`config.mk`:
```
export PLATFORM = sky130hd
export DESIGN_NAME = led_pos_display_flat
export DESIGN_NICKNAME = d
export VERILOG_FILES = /design/src/rtl/led_pos_display_if.sv /design/src/rtl/led_pos_display.sv /design/src/flat_wrapper.sv
export SDC_FILE = /design/constraint.sdc
export NUM_CORES = 1
export LEC_CHECK = 0
export BUFFER_PORTS_ARGS = -buffer_cell sky130_fd_sc_hd__buf_4
export CAP_MARGIN = 15
export CORE_AREA = 5 5 103 105
export DETAILED_ROUTE_END_ITERATION = 16
export DIE_AREA = 0 0 108 110
export MAX_ROUTING_LAYER = met4
export PLACE_DENSITY = 0.72
export REMOVE_ABC_BUFFERS = 1
export SLEW_MARGIN = 40
export SYNTH_ARGS = -nofsm -noshare
export SYNTH_HDL_FRONTEND = slang
export SYNTH_SLANG_ARGS = --single-unit
```
`constraint.sdc`:
```
create_clock -name clk -period 7.2 [get_ports clk]
set_input_delay 0 -clock clk [delete_from_list [all_inputs] [get_ports clk]]
set_output_delay 0 -clock clk [all_outputs]
set_load 0.02 [all_outputs]
```
`src/rtl/led_pos_display_if.sv`:
```
// Timer position bus shared with the LED driver, plus the display outputs.
// master drives the one-hot position; slave is the display consumer.
interface led_pos_display_if #(
   parameter int WIDTH = 21
);
   logic [WIDTH-1:0] pos_in;
   logic [7:0]       an;
   logic [7:0]       seg;
   logic [4:0]       idx_o;
   logic [6:0]       lap_o;
   logic             err_o;

   modport master (
      output pos_in,
      input  an, seg, idx_o, lap_o, err_o
   );

   modport slave (
      input  pos_in,
      output an, seg, idx_o, lap_o, err_o
   );
endinterface

```
`src/rtl/led_pos_display.sv`:
```
// One-hot position encoder, lap counter and 8-digit multiplexed
// seven-segment scanner for the LED chase timer.
module led_pos_display #(
   parameter int WIDTH    = 21,
   parameter int SCAN_DIV = 100_000,
   parameter int LAP_MOD  = 100
) (
   input logic              clk,
   input logic              rst,
   led_pos_display_if.slave bus
);
   localparam int CW = $clog2(SCAN_DIV);

   logic [WIDTH-1:0] pos_q;
   logic [4:0]       idx_q;
   logic [4:0]       enc;
   logic [6:0]       lap_q;
   logic             err_q;
   logic             prev_valid;
   logic             valid;
   logic             lap_step;
   logic [CW-1:0]    scan_cnt;
   logic [2:0]       ptr;
   logic [7:0]       an_q;
   logic [7:0]       seg_q;
   logic [7:0]       seg_nx;
   logic [7:0]       i_bcd;
   logic [7:0]       l_bcd;

   function automatic logic [7:0] seg7(input logic [3:0] d);
      logic [7:0] s;
      case (d)
         4'd0:    s = 8'hC0;
         4'd1:    s = 8'hF9;
         4'd2:    s = 8'hA4;
         4'd3:    s = 8'hB0;
         4'd4:    s = 8'h99;
         4'd5:    s = 8'h92;
         4'd6:    s = 8'h82;
         4'd7:    s = 8'hF8;
         4'd8:    s = 8'h80;
         4'd9:    s = 8'h90;
         default: s = 8'hFF;
      endcase
      return s;
   endfunction

   // Values never exceed 99: compare against each multiple of ten,
   // then subtract the tens once.
   function automatic logic [7:0] bcd(input logic [6:0] v);
      logic [3:0] t;
      t = 4'd0;
      for (int k = 1; k < 10; k++)
         if (v >= 7'(10 * k)) t = 4'(k);
      return {t, 4'(v - 7'd10 * {3'd0, t})};
   endfunction

   always_comb begin
      enc   = 5'd0;
      valid = ($countones(pos_q) == 1);
      for (int i = 0; i < WIDTH; i++)
         if (pos_q[i]) enc = 5'(i);
      lap_step = valid && prev_valid && (enc != idx_q)
              && (idx_q == 5'(WIDTH - 1)) && (enc == 5'd0);
   end

   always_ff @(posedge clk or negedge rst) begin
      if (!rst) begin
         pos_q      <= '0;
         idx_q      <= '0;
         err_q      <= 1'b0;
         prev_valid <= 1'b0;
         lap_q      <= '0;
      end else begin
         pos_q <= bus.pos_in;
         if (valid) begin
            idx_q      <= enc;
            err_q      <= 1'b0;
            prev_valid <= 1'b1;
         end else begin
            err_q      <= 1'b1;
            prev_valid <= 1'b0;
         end
         if (lap_step)
            lap_q <= (lap_q == 7'(LAP_MOD - 1)) ? 7'd0 : lap_q + 7'd1;
      end
   end

   always_comb begin
      seg_nx = 8'hFF;
      i_bcd  = bcd({2'b00, idx_q});
      l_bcd  = bcd(lap_q);
      unique case (ptr)
         3'd0: seg_nx = err_q ? 8'hBF : seg7(i_bcd[3:0]);
         3'd1: seg_nx = err_q ? 8'hBF :
                        (i_bcd[7:4] == 4'd0) ? 8'hFF : seg7(i_bcd[7:4]);
         3'd4: seg_nx = seg7(l_bcd[3:0]);
         3'd5: seg_nx = (l_bcd[7:4] == 4'd0) ? 8'hFF : seg7(l_bcd[7:4]);
         default: seg_nx = 8'hFF;
      endcase
   end

   // ptr names the digit loaded on the next advance, so an and seg
   // always switch together on one edge.
   always_ff @(posedge clk or negedge rst) begin
      if (!rst) begin
         scan_cnt <= '0;
         ptr      <= 3'd0;
         an_q     <= 8'hFF;
         seg_q    <= 8'hFF;
      end else if (scan_cnt == CW'(SCAN_DIV - 1)) begin
         scan_cnt <= '0;
         ptr      <= ptr + 3'd1;
         an_q     <= ~(8'h01 << ptr);
         seg_q    <= seg_nx;
      end else begin
         scan_cnt <= scan_cnt + CW'(1);
      end
   end

   assign bus.an    = an_q;
   assign bus.seg   = seg_q;
   assign bus.idx_o = idx_q;
   assign bus.lap_o = lap_q;
   assign bus.err_o = err_q;
endmodule

```
`src/flat_wrapper.sv`:
```
// flat-port wrapper written by rule: the top's interface ports become plain ports
module led_pos_display_flat 
#(
   parameter int WIDTH    = 21,
   parameter int SCAN_DIV = 100_000,
   parameter int LAP_MOD  = 100
)
  (clk, rst, bus_pos_in, bus_an, bus_seg, bus_idx_o, bus_lap_o, bus_err_o);
  led_pos_display_if #(.WIDTH(WIDTH)) bus_i ();
  input logic clk;
  input logic rst;
  input wire logic [$bits(bus_i.pos_in)-1:0] bus_pos_in;
  output wire logic [$bits(bus_i.an)-1:0] bus_an;
  output wire logic [$bits(bus_i.seg)-1:0] bus_seg;
  output wire logic [$bits(bus_i.idx_o)-1:0] bus_idx_o;
  output wire logic [$bits(bus_i.lap_o)-1:0] bus_lap_o;
  output wire logic [$bits(bus_i.err_o)-1:0] bus_err_o;
  assign bus_i.pos_in = bus_pos_in;
  assign bus_an = bus_i.an;
  assign bus_seg = bus_i.seg;
  assign bus_idx_o = bus_i.idx_o;
  assign bus_lap_o = bus_i.lap_o;
  assign bus_err_o = bus_i.err_o;
  led_pos_display #(.WIDTH(WIDTH), .SCAN_DIV(SCAN_DIV), .LAP_MOD(LAP_MOD)) u_core (.clk(clk), .rst(rst), .bus(bus_i));
endmodule
```
==> metrics.yaml <==
clocking:
  cts_htree_levels: 3
  cts_resized: 0
  cts_sinks: 70
  cts_setup_buffers: 0
  clock_latency_ps: 340
  clockBufferDepth: 2
  clk_pin_slew_ps: 80
  cts_made_buffers: 9
  tritoncts: "done"
  ctsRootBufferMaster: "clkbuf_8"
timing:
  max_freq_ghz: 0.179
  rsz0062_at_grt: "false"
  tns_ps: 0
  finalCritPeriodShare: 0.774
  timing.slew.headroom: 0.539
  final-hold-violation-count: 0
  max_slew.worst_pin.slew_ps: 673
  period_needed_ps: 5570
  whs_ps: 217
  timing.final.ws_setup_ps: 1630
  fin_worst_skew_ps: 10.1
  setup_violations: 0
  final_max_slew_viol_count: 0
pwr:
  power_mw: 1.31
  clkPwrFrac: 0.235
  comb_power_share: 0.428
  internal_power_mw: 0.806
  power.density_nw_per_um2: 224
  switching_share: 0.382
  ir_drop_mv: 0.144
  p_switching_mw: 0.499
  p_seq_frac: 0.337
  leakagePower_nw: 2.64
drt:
  top_layer_used: "met4"
  drc_errors: 0
  met1_length_um: 5240
  drt_pass1_iterations: 5
  antenna_left: 0
  met3_length_um: 661
  vias: 4043
  wl_met2_um: 5170
  drt_iter0_drc: 288
  wl_per_cell_um: 15.2
  vias_per_cell: 5.48
  wirelength_um: 11200
setup_path:
  required_ps: 7420
  critPathCaptureType: "register"
  critPathKind: "reg2reg"
  startpoint_type: "register"
  crit_buf_inv: 4
  critPathArrivalTime_ps: 5800
  rrSetupSlack_ps: 1630
  worstPathCellList: "ha_1 > inv_1 > fa_1 > inv_1 > fa_1 > inv_1 > fa_1 > fa_1 > inv_1 > fa_1 > nor3_1 > nand3_2 > or4_4 > nor4b_4 > nand2_2 > mux2_4"
  cp_common_cell: "fa_1"
  critical-path-top-delay-family: "adder cells"
  slowest_delay_ps: 580
  cp_slowest_cell: "or4_4"
  path_max_fanout: 9
global_route:
  grt_max_degree: 71
  grt_first_pass_wirelength_um: 19500
  grt_antenna_before_repair: 0
  grt-ovfl-total: 0
  grt_use_total: 0.212
  grt_pass1_vias: 4110
synthesis:
  synth_top_family_by_area: "simple AND/OR/NAND/NOR gates"
  synth_xor_area_frac: 0.0318
  synth.area.mux_share: 0.0161
  synth.yosys.warnings: 0
  yosysUniqueCellTypes: 75
  yosys.area_share.simple: 0.189
  synth-edff-count: 0
  synthFlopType: "dfrtp_1"
  syn_inst: 537
  post_synth.cell_area_avg_um2: 9.24
  synth-async-reset-ratio: 1.00
  ys_ff_latch: 70
  synth_compound_area_frac: 0.162
  syn_area_um2: 4960
  seq_area_frac_synth: 0.357
  synth_adder_area_share: 0.177
placement:
  port_buffers: 50
  hpwl_um: 8330
  gp_congestion: 0.910
  pre_cts_slack_ps: 1660
  post-place-cells: 700
layout:
  layout_commonest_cell: "inv_1"
  final_cell_mix: "inv_1, dfrtp_1, nor2_1, buf_4, ha_1"
  antenna_cells: 0
  drive_gt1_frac: 0.174
  nFillCells: 829
  fin_cells: 738
  area_growth_pct: 17.4
  nets: 683
hold_path:
  hold_path_class: "in2async"
floorplan:
  die_x_um: 108
  fp-row-count: 36
  die_area_um2: 11900
  pin_count: 52
  dieHeight_um: 110
  start_util: 0.520
  fp.coreArea_um2: 9550
flow_run:
  max-cap-violations: 0
run_status:
  status: "complete, no violations"
final timing paths:
check                                              from                         endpoint  cells after the start
max                          u_core.pos_q[18]$_DFF_PN0_  u_core.bus.lap_o[2]$_DFFE_PN0P_                     16
min                                                 rst       u_core.pos_q[18]$_DFF_PN0_                      2
max reg2reg                  u_core.pos_q[18]$_DFF_PN0_  u_core.bus.lap_o[2]$_DFFE_PN0P_                     16
min reg2reg                u_core.bus.an[1]$_DFFE_PN1N_     u_core.bus.an[1]$_DFFE_PN1N_                      2
max in group asynchronous                           rst     u_core.scan_cnt[5]$_DFF_PN0_                      2
min in group clk                          bus_pos_in[1]        u_core.pos_q[1]$_DFF_PN0_                      2
sequential cells by signal, summed over array words and instances (netlist names):
signal             cells
u_core.bus.an          8
u_core.bus.err_o       1
u_core.bus.idx_o       5
u_core.bus.lap_o       7
u_core.bus.seg         7
u_core.pos_q          21
u_core.prev_valid      1
u_core.ptr             3
u_core.scan_cnt       17
power groups by stage:
stage	Sequential (mW)	Combinational (mW)	Clock [mW]
2_1_floorplan	0.451	0.399	0
4_1_cts	0.440	0.557	0.315
3_5_place_dp	0.447	0.541	0
3_3_place_gp	0.446	0.515	0
5_1_grt	0.445	0.641	0.335
6_report	0.440	0.558	0.307
per-stage QoR:
| step | util | instance area [um^2] |
|---|---|---|
| 2_1_floorplan | - | 4870 |
| 3_3_place_gp | 0.567 | 5420 |
| 3_5_place_dp | 0.568 | 5420 |
| 4_1_cts | 0.610 | 5830 |
| 5_1_grt | 0.610 | 5830 |
| 6_report | 0.610 | 5830 |
what timing repair did:
action,CTS,global route
endpoints found under the setup margin,0,0
hold buffers,22,0
endpoints found under the hold margin,76,0
per-layer routing:
metal	up-vias	global-route usage
li1	1992	-
met1	1934	0.279
met2	104	0.331
met3	13	0.0518
met4	0	0.0586
met5	-	-
final cells by class:
class | instances | area [um^2] | share of cell area
clock buffers | 12 | 135 | 0.0232
clock inverters | 4 | 48.8 | 0.00838
inverters | 63 | 236 | 0.0406
multi-input cells | 383 | 2860 | 0.491
flip-flops and latches | 70 | 1770 | 0.304
well taps | 133 | 166 | 0.0286
repair buffers | 73 | 607 | 0.104
cell usage after synthesis, types with 5 or more instances:
library cell | count | share of area
a2111oi_0 | 5 | 0.0088
nor2_1 | 50 | 0.038
a31o_2 | 5 | 0.0088
nor2b_1 | 12 | 0.015
fa_1 | 17 | 0.069
a21oi_1 | 22 | 0.022
ha_1 | 43 | 0.11
nand2b_1 | 6 | 0.0076
o31ai_1 | 5 | 0.0076
nand3_1 | 18 | 0.018
inv_1 | 63 | 0.048
clkbuf_1 | 15 | 0.011
nor3_1 | 10 | 0.010
xor2_1 | 8 | 0.014
dfrtp_1 | 55 | 0.28
nand2_1 | 36 | 0.027
dfstp_2 | 15 | 0.079
xnor2_1 | 10 | 0.018
o21ai_0 | 38 | 0.038
a31oi_1 | 5 | 0.0063
cell families after synthesis:
kind of cell,after synthesis
AO/OA/AOI/OAI,119
XOR/XNOR,18
other,1
buffers and inverters,84
adder cells (fa/ha/maj),60
multiplexers,7
AND/OR/NAND/NOR,178
flip-flops,70
(Power assumes the default switching activity.)
